## src/rtl/ifu_pkg.sv

```systemverilog
// Shared constants and types for the instruction fetch unit.
// Holds instruction width, PC step, default reset PC and the queue entry type.
package ifu_pkg;

   localparam int INSTR_WIDTH = 32;
   localparam int PC_INCR     = 4;

   localparam logic [31:0] DEFAULT_RESET_PC = 32'h0000_0000;

   typedef struct packed {
      logic [31:0] pc;
      logic [31:0] instr;
   } fetch_entry_t;

endpackage

```

## src/rtl/instruction_fetch_queue.sv

```systemverilog
// fetch_queue: synchronous FIFO with flush used as the prefetch queue.
// Ports: clk, rst_n, i_push, i_pop, i_flush, i_wdata -> o_rdata, o_count, o_full, o_empty.
module fetch_queue #(
   parameter int QUEUE_DEPTH = 4,
   parameter int ENTRY_W     = 64
) (
   input  logic                           clk,
   input  logic                           rst_n,
   input  logic                           i_push,
   input  logic                           i_pop,
   input  logic                           i_flush,
   input  logic [ENTRY_W-1:0]             i_wdata,
   output logic [ENTRY_W-1:0]             o_rdata,
   output logic [$clog2(QUEUE_DEPTH):0]   o_count,
   output logic                           o_full,
   output logic                           o_empty
);

   localparam int QPTR_BITS = $clog2(QUEUE_DEPTH);
   localparam logic [QPTR_BITS:0] DEPTH_C = (QPTR_BITS+1)'(QUEUE_DEPTH);

   logic [ENTRY_W-1:0]   r_mem [QUEUE_DEPTH];
   logic [QPTR_BITS-1:0] r_rd_ptr;
   logic [QPTR_BITS-1:0] r_wr_ptr;
   logic [QPTR_BITS:0]   r_count;

   always_ff @(posedge clk or negedge rst_n) begin
      if (!rst_n) begin
         for (int i = 0; i < QUEUE_DEPTH; i++) begin
            r_mem[i] <= '0;
         end
      end else if (i_push && !i_flush) begin
         r_mem[r_wr_ptr] <= i_wdata;
      end
   end

   // Pointers wrap naturally since the depth is a power of two.
   always_ff @(posedge clk or negedge rst_n) begin
      if (!rst_n) begin
         r_rd_ptr <= '0;
         r_wr_ptr <= '0;
         r_count  <= '0;
      end else if (i_flush) begin
         r_rd_ptr <= '0;
         r_wr_ptr <= '0;
         r_count  <= '0;
      end else begin
         if (i_push) begin
            r_wr_ptr <= r_wr_ptr + 1'b1;
         end
         if (i_pop) begin
            r_rd_ptr <= r_rd_ptr + 1'b1;
         end
         if (i_push && !i_pop) begin
            r_count <= r_count + 1'b1;
         end else if (i_pop && !i_push) begin
            r_count <= r_count - 1'b1;
         end
      end
   end

   assign o_rdata = r_mem[r_rd_ptr];
   assign o_count = r_count;
   assign o_full  = (r_count == DEPTH_C);
   assign o_empty = (r_count == '0);

endmodule

```

## src/rtl/instruction_fetch_unit.sv

```systemverilog
// Instruction fetch unit: owns fetch PC, reads imem, queues {pc,instr} for decode.
// Ports: clk, rst_n, fetch_en, imem_addr/imem_rdata, redirect_valid/redirect_pc,
// out_valid/out_ready/out_pc/out_instr; perf_fetch_cnt/perf_flush_cnt with IFU_PERF_CNT_EN.
module instruction_fetch_unit
   import ifu_pkg::*;
#(
   parameter int                    ADDR_WIDTH  = 32,
   parameter logic [ADDR_WIDTH-1:0] RESET_PC    = ADDR_WIDTH'(DEFAULT_RESET_PC),
   parameter int                    QUEUE_DEPTH = 4
) (
   input  logic                    clk,
   input  logic                    rst_n,
   input  logic                    fetch_en,
   output logic [ADDR_WIDTH-1:0]   imem_addr,
   input  logic [INSTR_WIDTH-1:0]  imem_rdata,
   input  logic                    redirect_valid,
   input  logic [ADDR_WIDTH-1:0]   redirect_pc,
   output logic                    out_valid,
   input  logic                    out_ready,
   output logic [ADDR_WIDTH-1:0]   out_pc,
   output logic [INSTR_WIDTH-1:0]  out_instr
`ifdef IFU_PERF_CNT_EN
   ,
   output logic [31:0]             perf_fetch_cnt,
   output logic [31:0]             perf_flush_cnt
`endif
);

   localparam int QPTR_BITS = $clog2(QUEUE_DEPTH);
   localparam int ENTRY_W   = ADDR_WIDTH + INSTR_WIDTH;

   logic [ADDR_WIDTH-1:0] r_fetch_pc;
   logic                  w_push;
   logic                  w_pop;
   logic                  w_full;
   logic                  w_empty;
   logic [QPTR_BITS:0]    w_count;
   logic [ENTRY_W-1:0]    w_head;

   assign w_pop  = out_valid && out_ready;
   // A full queue still accepts a word when the head leaves this cycle.
   assign w_push = fetch_en && !redirect_valid && (!w_full || w_pop);

   always_ff @(posedge clk or negedge rst_n) begin
      if (!rst_n) begin
         r_fetch_pc <= RESET_PC;
      end else if (redirect_valid) begin
         r_fetch_pc <= {redirect_pc[ADDR_WIDTH-1:2], 2'b00};
      end else if (w_push) begin
         r_fetch_pc <= r_fetch_pc + ADDR_WIDTH'(PC_INCR);
      end
   end

   assign imem_addr = r_fetch_pc;

   fetch_queue #(
      .QUEUE_DEPTH (QUEUE_DEPTH),
      .ENTRY_W     (ENTRY_W)
   ) u_queue (
      .clk     (clk),
      .rst_n   (rst_n),
      .i_push  (w_push),
      .i_pop   (w_pop),
      .i_flush (redirect_valid),
      .i_wdata ({r_fetch_pc, imem_rdata}),
      .o_rdata (w_head),
      .o_count (w_count),
      .o_full  (w_full),
      .o_empty (w_empty)
   );

   assign out_valid = !w_empty;
   assign out_pc    = w_head[ENTRY_W-1 -: ADDR_WIDTH];
   assign out_instr = w_head[INSTR_WIDTH-1:0];

`ifdef IFU_PERF_CNT_EN
   logic r_unused_lsb;
   logic w_discard;

   // A flush discards nothing when the queue is empty or its only entry is popped.
   assign w_discard = redirect_valid && (w_count != '0) &&
                      !((w_count == (QPTR_BITS+1)'(1)) && w_pop);

   always_ff @(posedge clk or negedge rst_n) begin
      if (!rst_n) begin
         perf_fetch_cnt <= '0;
         perf_flush_cnt <= '0;
         r_unused_lsb   <= 1'b0;
      end else begin
         if (w_push) begin
            perf_fetch_cnt <= perf_fetch_cnt + 32'd1;
         end
         if (w_discard) begin
            perf_flush_cnt <= perf_flush_cnt + 32'd1;
         end
         r_unused_lsb <= ^redirect_pc[1:0];
      end
   end
`else
   logic w_unused;
   assign w_unused = ^{redirect_pc[1:0], w_count};
`endif

endmodule

```

## config.mk

```make
export PLATFORM = sky130hd
export DESIGN_NAME = instruction_fetch_unit
export DESIGN_NICKNAME = d
export VERILOG_FILES = /design/src/rtl/ifu_pkg.sv /design/src/rtl/instruction_fetch_queue.sv /design/src/rtl/instruction_fetch_unit.sv
export SDC_FILE = /design/constraint.sdc
export NUM_CORES = 1
export LEC_CHECK = 0
export CORE_UTILIZATION = 57
export CTS_CLUSTER_SIZE = 20
export DETAILED_ROUTE_END_ITERATION = 16
export GPL_TIMING_DRIVEN = 1
export PLACE_DENSITY = 0.81
export SETUP_SLACK_MARGIN = 0.15
export SYNTH_ARGS = -nofsm -noshare
export SYNTH_HDL_FRONTEND = slang
export SYNTH_HIERARCHICAL = 1
export SYNTH_SLANG_ARGS = --single-unit
```

## constraint.sdc

```tcl
create_clock -name clk -period 2.9 [get_ports clk]
set_input_delay 0.725 -clock clk [delete_from_list [all_inputs] [get_ports clk]]
set_output_delay 0.725 -clock clk [all_outputs]
set_load 0.02 [all_outputs]
```

# Word level (Yosys, flattened, before mapping)
# Cells that the tools add are included.
op_classes:
  add_sub_neg: 5
  n_lt_le_gt_ge: 3
  eq_ne: 1
  muxes: 15
  bitwise_logic: 2
  reduce_logical: 17
ops:
  columns: ["cell", "n"]
  rows:
  - ["$bwmux W256", 1]
  - ["$mux W64", 3]
  - ["$bmux W64 S2", 1]
  - ["$demux W64 S2", 1]
  - ["$mux W32", 2]
  - ["$add A32 B3 Y32 const B", 1]
  - ["$mux W3", 3]
  - ["$mux W2", 4]
  - ["$logic_and A1 B1 Y1", 7]
  - ["$ge A3 B3 Y1 const B", 2]
  - ["$not A2 Y3", 2]
  - ["$logic_not A1 Y1", 5]
  - ["$add A2 B1 Y2 const B", 2]
  - ["$reduce_bool A2 Y1", 2]
  - ["$add A3 B1 Y3 const B", 1]
  - ["$eq A3 B3 Y1 const B", 1]
  - ["$logic_not A3 Y1", 1]
  - ["$lt A3 B1 Y1 const B", 1]
  - ["$reduce_bool A3 Y1", 1]
  - ["$sub A3 B1 Y3 const B", 1]
  - ["$logic_or A1 B1 Y1", 1]
totals:
  ff_bits: 295
  inputBits: 69
  output_inout_bits: 97
  word_cells: 51

# Longest topological paths before layout
# Gate-level depths: netlist of run 1.
depth:
  ltp_word: 10
  depth_mapped: 11
  ltp_nobuf: 10

# Modules after synthesis
# The synthesis of run 1 kept the hierarchy.
modules_own_cells:
  columns: ["module", "n_inst", "cells_each", "area_each_um2", "seq_area_each_um2"]
  rows:
  - ["fetch_queue", 1, 660, 12718.4, 6581.3]
  - ["instruction_fetch_unit", 1, 193, 1706.6, 750.7]

# Worst setup path after synthesis of run 1
# Ideal clock, no wire load.
synth_path:
  path_kind: "input to register"
  from: "input port redirect_valid"
  to: "register u_queue.r_count[2] (netlist: u_queue/o_count[2])"
  setup_ps: 88
  t_arrival_ps: 2405
  required_ps: 2812
  path_slack_ps: 407
  path_stages: 9
  path_buffers: 3
  path_cell_list: "clkbuf_1 > clkbuf_1 > nor2_1 > buf_6 > nor2b_1 > fa_1 > and3b_2 > o21ai_0 > nor3b_1"
synth_between:
  elab_chain_len: 6
  elab_cells_between_ends: 9
  classes_between: "mux: 2; reduce/logical: 7"
synth_lines:
  columns: ["item", "line", "text"]
  rows:
  - ["start: declaration", "instruction_fetch_unit.sv:16", "input logic redirect_valid,"]
  - ["$logic_not A1 Y1 (*)", "instruction_fetch_unit.sv:42", "assign w_push = fetch_en && !redirect_valid && (!w_full || w_pop);"]
  - ["$logic_and A1 B1 Y1 (*) (2 in a row)", "instruction_fetch_unit.sv:42", null]
  - ["named net w_push", "instruction_fetch_unit.sv:33", "logic w_push;"]
  - ["$logic_and A1 B1 Y1 / $logic_not A1 Y1 (equally long branches)", "instruction_fetch_queue.sv:54, instruction_fetch_queue.sv:56", null]
  - ["$mux W3 / $logic_and A1 B1 Y1 (equally long branches)", "instruction_fetch_queue.sv:54, instruction_fetch_queue.sv:56", null]
  - ["$mux W3 / $reduce_bool A3 Y1 (equally long branches)", null, null]
  - ["end signal: assignment", "instruction_fetch_queue.sv:55", "r_count <= r_count + 1'b1;"]
  - ["end signal: assignment", "instruction_fetch_queue.sv:57", "r_count <= r_count - 1'b1;"]
  - ["end: declaration", "instruction_fetch_queue.sv:25", "logic [QPTR_BITS:0] r_count;"]
# Mark *: on every way through the listed nets, which the timed path passes. The rest lies on a longest branch.
# A chain may end at the register's enable or synchronous reset.

# Worst setup path in the final report of run 1
layout_path:
  from: "register u_queue.r_rd_ptr[0]"
  to: "output port out_instr[26]"
layout_between:
  elab_chain_len: 4
layout_lines:
  columns: ["item", "line", "text"]
  rows:
  - ["start: declaration", "instruction_fetch_queue.sv:23", "logic [QPTR_BITS-1:0] r_rd_ptr;"]
  - ["start signal: assignment", "instruction_fetch_queue.sv:52", "r_rd_ptr <= r_rd_ptr + 1'b1;"]
  - ["$not A2 Y3 (implied by the code)", "instruction_fetch_queue.sv:62", "assign o_rdata = r_mem[r_rd_ptr];"]
  - ["$bmux W64 S2", "instruction_fetch_queue.sv:62", null]
  - ["$mux W64 (implied by the code) (2 in a row)", "instruction_fetch_queue.sv:62", null]
  - ["end: declaration", "instruction_fetch_unit.sv:21", "output logic [INSTR_WIDTH-1:0] out_instr"]
# No other way between the ends. The select of a mux whose other input is x is not followed.

==> flow_metrics.env, run 1 <==
export IMPL_synth_compound_area_frac=0.0120
export IMPL_drv_cap=0
export IMPL_rows=57
export IMPL_slew_headroom=0.545
export IMPL_routedWlPerCell_um=22.5
export IMPL_ir_drop_v=0.000742
export IMPL_crit_chain="buf_4 -> buf_6 -> clkbuf_16 -> mux4_2 -> buf_6"
export IMPL_clk_root_buffer_cell="clkbuf_16"
export IMPL_fp_dieW_um=161
export IMPL_cts_num_sinks=293
export IMPL_synthTopCellsByCount="dfrtp_1 (293), mux2_4 (240), mux4_2 (64)"
export IMPL_fmax_mhz=352
export IMPL_cts_buffers=31
export IMPL_crit_required_ns=2.17
export IMPL_cp_max_fo=7
export IMPL_post_route_period_util=0.979
export IMPL_status="completed"
export IMPL_synth_edf_count=0
export IMPL_ys_ff_latch=293
export IMPL_dp_hpwl_um=18300
export IMPL_powerDensity_nw_per_um2=942
export IMPL_min_delay_path_class="in2async"
export IMPL_finalSetupViolations=0
export IMPL_endpoint_kind="output port"
export IMPL_place_gp_congestion=0.815
export IMPL_antenna_found_initial=1
export IMPL_synth_top_area_frac=0.508
export IMPL_grt_ovfl_total=0
export IMPL_cts_hold_buf=0
export IMPL_synthSimpleGateAreaFrac=0.0415
export IMPL_synth_top_family_by_area="multiplexers"
export IMPL_fin_nets=1128
export IMPL_drive_above_1_share=0.457
export IMPL_setup_slack_ns=0.0615
export IMPL_vias=8028
export IMPL_grt_max_degree=76
export IMPL_crit_family="buffers and inverters"
export IMPL_crit_path_frequent_cell="buf_6"
export IMPL_synthesis_area_sq_um=14400
export IMPL_synth_flop_cell="dfrtp_1"
export IMPL_grt_pass1_wl_um=48900
export IMPL_ys_seq_area_frac=0.508
export IMPL_worst_pin_slew_ns=0.680
export IMPL_die_height_um=161
export IMPL_ys_warn_count=6
export IMPL_port_buffer_count=161
export IMPL_io_pins=166
export IMPL_synthAdderAreaFrac=0.00572
export IMPL_core_area_sq_um=24600
export IMPL_synthXorXnorAreaFrac=0.0206
export IMPL_startpoint_type="flop"
export IMPL_drc=0
export IMPL_skew_ns=0.00642
export IMPL_critPathMaxStageDelay_ns=0.52
export IMPL_wl_um=31500
export IMPL_synth_cells=853
export IMPL_path_class="reg2out"
export IMPL_die_area_sq_um=25900
export IMPL_cp_arrival_ns=2.11
export IMPL_ys_async_sr_fraction=1.00
export IMPL_p_leak_nw=8.64
export IMPL_synthDistinctLibCells=35
export IMPL_clkLatencyLatePin_ns=0.54
export IMPL_clock_path_buffers=3
export IMPL_min_period_ns=2.84
export IMPL_rsz0062_at_grt="true"
export IMPL_track_usage=0.239
export IMPL_final_hold_violation_count=0
export IMPL_cp_slowest_cell="dfrtp_4"
export IMPL_tns_ns=0
export IMPL_path_buf_inv=4
export IMPL_ant_nets=0
export IMPL_synth_most_common_cell="dfrtp_1"
export IMPL_pre_cts_ws_ns=0.0765
export IMPL_synthTopCellsByArea="dfrtp_1 (51%), mux2_4 (25%), mux4_2 (10%), buf_12 (3.5%), xor2_1 (1.8%)"
export IMPL_synth_area_per_cell_sq_um=16.9
export IMPL_area_delta_synth_final_pct=21.8
export IMPL_first_pass_iters=4
export IMPL_grt_pass1_vias=8578
export IMPL_dr_first_iter_drc_count=505
export IMPL_via_per_inst=5.73
export IMPL_drv_slew=0
export IMPL_r2r_setup_slack_ns=0.35
export IMPL_yosys_area_top_type="dfrtp_1"
export IMPL_htree_levels=1
export IMPL_initial_core_util=0.586
export IMPL_muxShareOfSynthArea=0.364
export IMPL_clk_pin_slew_worst_paths_ns=0.06
export IMPL_cts_tree="built"
## layout by cell type (no fill, tap or decap), types with 5 or more instances in the layout
| cell type | instances |
|---|---|
| clkbuf_2 | 14 |
| nand3_1 | 10 |
| and3_1 | 10 |
| buf_6 | 35 |
| o21ai_1 | 9 |
| clkinv_2 | 8 |
| clkbuf_8 | 9 |
| ha_1 | 5 |
| buf_4 | 17 |
| nor2_1 | 8 |
| xor2_1 | 29 |
| mux2_2 | 16 |
| nand4_1 | 15 |
| mux2_4 | 240 |
| buf_12 | 20 |
| clkbuf_1 | 7 |
| nand2_1 | 39 |
| conb_1 | 10 |
| o21ai_0 | 22 |
| xnor2_1 | 5 |
| clkbuf_16 | 37 |
| dfrtp_1 | 291 |
| mux4_2 | 64 |
| inv_1 | 7 |
| clkdlybuf4s50_1 | 95 |
| buf_2 | 14 |
## metal layers
metal	up-vias	GRT usage	part of all wire
met5	-	0	0
met4	0	0.0622	0.020
met3	55	0.0475	0.057
met2	249	0.372	0.48
met1	4224	0.345	0.44
li1	3500	-	-
## registers in the layout, indices dropped and copies added, names as in the netlist
register          cells
u_queue/r_mem       256
imem_addr            30
u_queue/o_count       3
u_queue/r_rd_ptr      2
u_queue/r_wr_ptr      2
## logic make-up (layout without fill, tap and decap cells)
group                      count (synthesis)  in the layout
buffers and inverters                     61            276
adders and majority gates                  6              6
xor gates and xnor gates                  34             34
AOI/OAI and AO/OA                         34             34
muxes                                    322            322
and+or+nand+nor                          102            102
other                                      1             11
DFF                                      293            293
## power by group
part	total (mW)	leakage, nW	switching [mW]	internal (mW)
logic	6.59	4.31	2.72	3.87
registers	6.01	3.81	0.793	5.22
clock network	3.96	0.515	1.59	2.36
## path summary, 6_finish.rpt
path                                           from                  to  cells after the start
worst max-delay path            u_queue/r_rd_ptr[0]       out_instr[26]                      5
worst min-delay path                          rst_n  u_queue/r_mem[201]                      1
worst max register to register   u_queue/o_count[0]  u_queue/o_count[2]                     11
worst min register to register   u_queue/r_mem[127]  u_queue/r_mem[127]                      1
max in group asynchronous                     rst_n       imem_addr[28]                      2
min in group clk                 u_queue/r_mem[127]  u_queue/r_mem[127]                      1
## through the flow
step | area (sq um) | hold WS (ns) | power (mW) | util | cells
after floorplan | 14500 | 0.429 | 9.92 | - | 862
after global placement | 16300 | 0.484 | 12.1 | 0.663 | 1326
after detailed placement | 16300 | 0.490 | 12.3 | 0.663 | 1326
after CTS | 17300 | 0.120 | 15.9 | 0.701 | 1387
after global routing | 17600 | 0.139 | 17.2 | 0.714 | 1401
final | 17600 | 0.120 | 16.6 | 0.714 | 1402
## repair_timing
action                                  CTS  global route
gates resized for setup                 175           151
buffers inserted                          3             7
endpoints found under the setup margin   64            56
cloned                                    1             7
## final cells by class
type,count,area [sq um]
Fill cell,1560,7030
Timing Repair Buffer,212,2340
Tap cell,324,405
Antenna cell,1,2.50
Sequential cell,293,7340
Clock buffer,47,926
Multi-Input combinational cell,508,6430
Clock inverter,10,100
Inverter,7,26.3
No activity file was read; power rests on OpenSTA's default activity.
==> run 2: changes to the inputs <==
Settings changed: ABC_AREA set to 1, CORE_UTILIZATION 57 to 45, PLACE_DENSITY 0.81 to 0.67.
==> flow_metrics.env, run 2 <==
export IMPL_cts_buffers=31
export IMPL_utilization=0.561
export IMPL_fin_nets=1876
export IMPL_rows=63
export IMPL_cp_arrival_ns=2.02
export IMPL_clk_root_buffer_cell="clkbuf_16"
export IMPL_synth_cells=1673
export IMPL_clock_path_buffers=3
export IMPL_layout_common_cells="nand2_1 (405), o21ai_0 (396), dfrtp_1 (291), nor2_1 (158), inv_1 (119)"
export IMPL_place_gp_congestion=0.870
export IMPL_tns_ns=0
export IMPL_fp_dieW_um=176
export IMPL_post_route_period_util=0.947
export IMPL_cp_max_fo=57
export IMPL_powerDensity_nw_per_um2=855
export IMPL_die_height_um=176
export IMPL_dr_first_iter_drc_count=1000
export IMPL_nFillCells=2741
export IMPL_cp_depth=4
export IMPL_cts_tree="built"
export IMPL_synth_most_common_cell="nand2_1"
export IMPL_crit_chain="buf_16 -> o21ai_0 -> o22ai_1 -> clkdlybuf4s15_2"
export IMPL_ant_nets=0
export IMPL_grt_pass1_wl_um=58500
export IMPL_vias=11700
export IMPL_antenna_found_initial=0
export IMPL_htree_levels=1
export IMPL_finalSetupViolations=0
export IMPL_seq_area_sq_um=7340
export IMPL_slew_headroom=0.558
export IMPL_wl_um=36000
export IMPL_startpoint_type="flop"
export IMPL_drv_slew=0
export IMPL_min_period_ns=2.75
export IMPL_multi_input_area_sq_um=5380
export IMPL_rsz0062_at_grt="true"
export IMPL_status="completed"
export IMPL_crit_required_ns=2.17
export IMPL_cts_num_sinks=293
export IMPL_fmax_mhz=364
export IMPL_largest_register="u_queue/r_mem"
export IMPL_final_hold_violation_count=0
export IMPL_crit_family="buffers and inverters"
export IMPL_dp_hpwl_um=21500
export IMPL_synth_area_per_cell_sq_um=8.14
export IMPL_port_buffer_count=161
export IMPL_io_pins=166
export IMPL_synthTopCellsByCount="nand2_1 (409), o21ai_0 (399), dfrtp_1 (293)"
export IMPL_ir_drop_v=0.000558
export IMPL_min_delay_path_class="in2async"
export IMPL_endpoint_kind="output port"
export IMPL_synthesis_area_sq_um=13600
export IMPL_ys_seq_area_frac=0.538
export IMPL_n_antenna_cell=0
export IMPL_cp_slowest_cell="dfrtp_4"
export IMPL_final_common_cell="nand2_1"
export IMPL_worst_pin_slew_ns=0.663
export IMPL_via_per_inst=5.29
export IMPL_clkLatencyLatePin_ns=0.55
export IMPL_yosys_area_top_type="dfrtp_1"
export IMPL_die_area_sq_um=31000
export IMPL_initial_core_util=0.458
export IMPL_area_delta_synth_final_pct=22.4
export IMPL_path_class="reg2out"
export IMPL_routedWlPerCell_um=16.2
export IMPL_reg2reg_depth=13
export IMPL_synth_edf_count=0
export IMPL_drive_above_1_share=0.108
export IMPL_synthDistinctLibCells=31
export IMPL_core_area_sq_um=29700
export IMPL_path_buf_inv=2
export IMPL_skew_ns=0.00916
export IMPL_ys_warn_count=6
export IMPL_drv_cap=0
export IMPL_grt_pass1_vias=11400
export IMPL_ys_async_sr_fraction=1.00
export IMPL_grt_ovfl_total=0
export IMPL_first_pass_iters=5
export IMPL_synthTopCellsByArea="dfrtp_1 (54%), o21ai_0 (15%), nand2_1 (11%), nor2_1 (4.4%), inv_1 (3.3%)"
export IMPL_critPathMaxStageDelay_ns=0.50
export IMPL_drc=0
export IMPL_grt_max_degree=103
export IMPL_p_leak_nw=7.93
export IMPL_synth_top_area_frac=0.538
export IMPL_clk_pin_slew_worst_paths_ns=0.06
export IMPL_cts_hold_buf=0
export IMPL_synth_flop_cell="dfrtp_1"
export IMPL_track_usage=0.233
export IMPL_largest_register_ffs=256
export IMPL_ys_ff_latch=293
==> run 2: changes by cell type in the layout (fill, tap and decap cells not counted), moves of 46 or more <==
cell / delta
inv_1: +112
mux2_4: -240
mux4_2: -64
nand2_1: +366
nand3_1: +46
nor2_1: +150
o21ai_0: +374
o22ai_1: +60
==> run 2: cell families (layout without fill, tap and decap cells) <==
| family | after synthesis | in the layout | share of synthesized area |
|---|---|---|---|
| simple gates | 657 | 657 | 0.197 |
| compound gates | 479 | 479 | 0.184 |
| flops | 293 | 293 | 0.538 |
| buf+inv | 232 | 381 | 0.0719 |
| fa+ha+maj | 6 | 6 | 0.00606 |
| xor+xnor | 5 | 5 | 0.00322 |
| other cells | 1 | 4 | 0.000275 |
==> run 2: layer usage <==
metal  wire length [um]  track usage
met5                  0            0
met2              16500        0.378
met3               2180       0.0396
met1              16600        0.330
met4                643       0.0482
==> run 2: area by class of cell <==
| cell class | count | area share |
|---|---|---|
| Clock inverter | 16 | 0.00668 |
| Sequential cell | 293 | 0.440 |
| Inverter | 124 | 0.0288 |
| Tap cell | 390 | 0.0293 |
| Multi-Input combinational cell | 1151 | 0.323 |
| Timing Repair Buffer | 200 | 0.120 |
| Clock buffer | 41 | 0.0530 |
==> run 2: metrics by stage <==
stage	std cells	instance area [sq um]	total power [mW]	hold WS (ns)	setup slack, ns
detailed placement	2153	15700	10.7	0.467	0.0911
global placement	2153	15700	10.6	0.460	0.128
floorplan	1676	13600	8.51	0.429	0.812
finish	2215	16700	14.3	0.177	0.153
CTS	2213	16700	14.4	0.192	0.0144
global route	2215	16700	15.2	0.214	0.0828
==> run 2: power breakdown <==
part	switching, mW	total [mW]	internal, mW
registers	0.636	5.73	5.09
clock network	1.62	3.84	2.22
logic	2.87	4.70	1.82
==> run 2: what timing repair did <==
item	in CTS	in global routing
endpoints found under the setup margin	64	53
gates resized for setup	219	47
pin swaps	4	5
gates cloned	2	2
setup buffers	1	0
endpoints found under the hold margin	0	0
==> run 2: worst paths after layout <==
path	end	startpoint	slack, ns
min in group clk	u_queue/r_mem[68]	u_queue/r_mem[68]	0.48
hold reg to reg	u_queue/r_mem[68]	u_queue/r_mem[68]	0.48
setup reg to reg	u_queue/o_count[2]	u_queue/o_count[1]	0.85
setup / recovery	out_pc[31]	u_queue/r_rd_ptr[0]	0.15
max in group asynchronous	u_queue/r_mem[3]	rst_n	1.89
hold / removal	u_queue/r_mem[22]	rst_n	0.18
==> run 3: changes to the inputs <==
Settings changed: ABC_AREA 1 to not set, PLACE_DENSITY 0.67 to 0.69.
Clock period 2.9 ns to 2.3 ns, I/O delays scaled along.
==> flow_metrics.env, run 3 (synthesis gave the netlist of run 1 again) <==
export IMPL_place_inst=1418
export IMPL_largest_register="u_queue/r_mem"
export IMPL_grt_pass1_vias=8536
export IMPL_grt_pass1_wl_um=50300
export IMPL_finalSetupViolations=64
export IMPL_largest_register_ffs=256
export IMPL_clk_root_buffer_cell="clkbuf_16"
export IMPL_status="finished, violations left"
export IMPL_drive_above_1_share=0.498
export IMPL_power_mw=21.4
export IMPL_first_pass_iters=4
export IMPL_p_int_mw=14.9
export IMPL_via_per_inst=5.34
export IMPL_startpoint_type="flop"
export IMPL_final_common_cell="dfrtp_1"
export IMPL_rsz0062_at_grt="true"
export IMPL_wl_um=31600
export IMPL_switchingPower_mw=6.51
export IMPL_rows=65
export IMPL_pre_cts_ws_ns=-0.317
export IMPL_slew_headroom=0.584
export IMPL_routedWlPerCell_um=21.1
export IMPL_tns_ns=-18.57
export IMPL_initial_core_util=0.457
export IMPL_die_height_um=181
export IMPL_endpoint_kind="output port"
export IMPL_skew_ns=0.0161
export IMPL_clkLatencyLatePin_ns=0.57
export IMPL_p_leak_nw=8.88
export IMPL_crit_required_ns=1.73
export IMPL_dr_first_iter_drc_count=390
export IMPL_design_area_sq_um=18100
export IMPL_die_area_sq_um=32800
export IMPL_worst_pin_slew_ns=0.624
export IMPL_pwr_share_seq=0.352
export IMPL_ir_drop_v=0.000781
export IMPL_whs_ns=0.505
export IMPL_cts_tree="built"
export IMPL_fin_nets=1145
export IMPL_finalNonFillerCells=1498
export IMPL_io_pins=166
export IMPL_min_delay_path_class="reg2reg"
export IMPL_cp_max_fo=6
export IMPL_layout_common_cells="dfrtp_1 (276), mux2_4 (240), clkdlybuf4s50_1 (64), mux4_2 (64), buf_6 (62)"
export IMPL_grt_max_degree=68
export IMPL_grt_ovfl_total=0
export IMPL_clk_pin_slew_worst_paths_ns=0.06
export IMPL_place_gp_congestion=0.759
export IMPL_vias=7996
export IMPL_drv_cap=0
export IMPL_clock_path_buffers=3
export IMPL_antenna_found_initial=2
export IMPL_dp_hpwl_um=19200
export IMPL_postPlaceCellArea_sq_um=16600
export IMPL_min_period_ns=2.64
export IMPL_cts_buffers=31
export IMPL_core_area_sq_um=31600
export IMPL_path_class="reg2out"
export IMPL_htree_levels=1
export IMPL_fmax_mhz=378
export IMPL_clock_power_share=0.243
export IMPL_drv_slew=0
export IMPL_utilization=0.573
export IMPL_powerDensity_nw_per_um2=1190
export IMPL_port_buffer_count=161
export IMPL_final_hold_violation_count=0
export IMPL_area_delta_synth_final_pct=25.4
export IMPL_cts_num_sinks=293
export IMPL_fp_dieW_um=181
export IMPL_ant_nets=0
export IMPL_track_usage=0.193
export IMPL_cp_arrival_ns=2.07
export IMPL_switching_share=0.304
export IMPL_post_route_period_util=1.15
export IMPL_setup_slack_ns=-0.342
export IMPL_drc=0
export IMPL_violations="negative setup slack"
export IMPL_p_comb_frac=0.406
[run 3: cell types whose count changed in the layout (fill, tap and decap cells not counted), sizes merged, moves of 27 or more]
| cell | change |
|---|---|
| nand2 | -375 |
| o21ai | -372 |
| mux2 | +256 |
| nor2 | -165 |
| inv | -115 |
| mux4 | +64 |
| o22ai | -64 |
| buf | +47 |
| nand3 | -46 |
| clkdlybuf4s50 | -32 |
| dlygate4sd2 | +28 |
| xor2 | +27 |
[run 3: routing by layer]
metal,part of all wire,up-vias,global-route usage
met5,0.00073,-,0
met4,0.015,4,0.0400
met3,0.053,45,0.0391
met2,0.45,191,0.285
met1,0.49,4227,0.294
li1,-,3529,-
[run 3: repair_timing]
item | CTS | global route
setup buffers | 11 | 2
pin swaps | 1 | 5
endpoints found under the setup margin | 278 | 293
gates resized for setup | 374 | 74
endpoints found under the hold margin | 50 | 0
hold buffers | 1 | 0
cloned | 2 | 6
[run 3: path summary, 6_finish.rpt]
path / start / to / slack (ns) / depth (start not counted)
worst max-delay path: u_queue/r_rd_ptr[0] / out_pc[24] / -0.34 / 4
worst min-delay path: u_queue/r_mem[2] / u_queue/r_mem[2] / 0.50 / 1
worst max register to register: u_queue/o_count[1] / u_queue/o_count[2] / 0.19 / 10
worst min register to register: u_queue/r_mem[2] / u_queue/r_mem[2] / 0.50 / 1
max in group asynchronous: rst_n / u_queue/r_rd_ptr[0] / 0.96 / 3
min in group asynchronous: rst_n / u_queue/r_mem[141] / 0.53 / 2
[run 3: worst max-delay path: stages (launching register included)]
cell and delay, ns:
dfrtp_4 0.51, buf_6 0.15, clkbuf_16 0.15, mux4_2 0.53
buf_6 0.15
[run 3: layout make-up]
type | count | area, sq um
Inverter | 7 | 26.3
Multi-Input combinational cell | 508 | 6490
Sequential cell | 293 | 7360
Timing Repair Buffer | 229 | 2630
Antenna cell | 1 | 2.50
Clock inverter | 15 | 159
Tap cell | 402 | 503
Fill cell | 2466 | 13500
Clock buffer | 43 | 921
[run 3: power by group through the flow]
stage	Clock, mW	Sequential [mW]	Combinational, mW
after floorplan	0	7.28	5.25
after global placement	0	7.53	7.95
final	5.20	7.54	8.70
after CTS	5.32	7.52	8.06
after detailed placement	0	7.55	8.07
after global routing	5.52	7.71	9.19
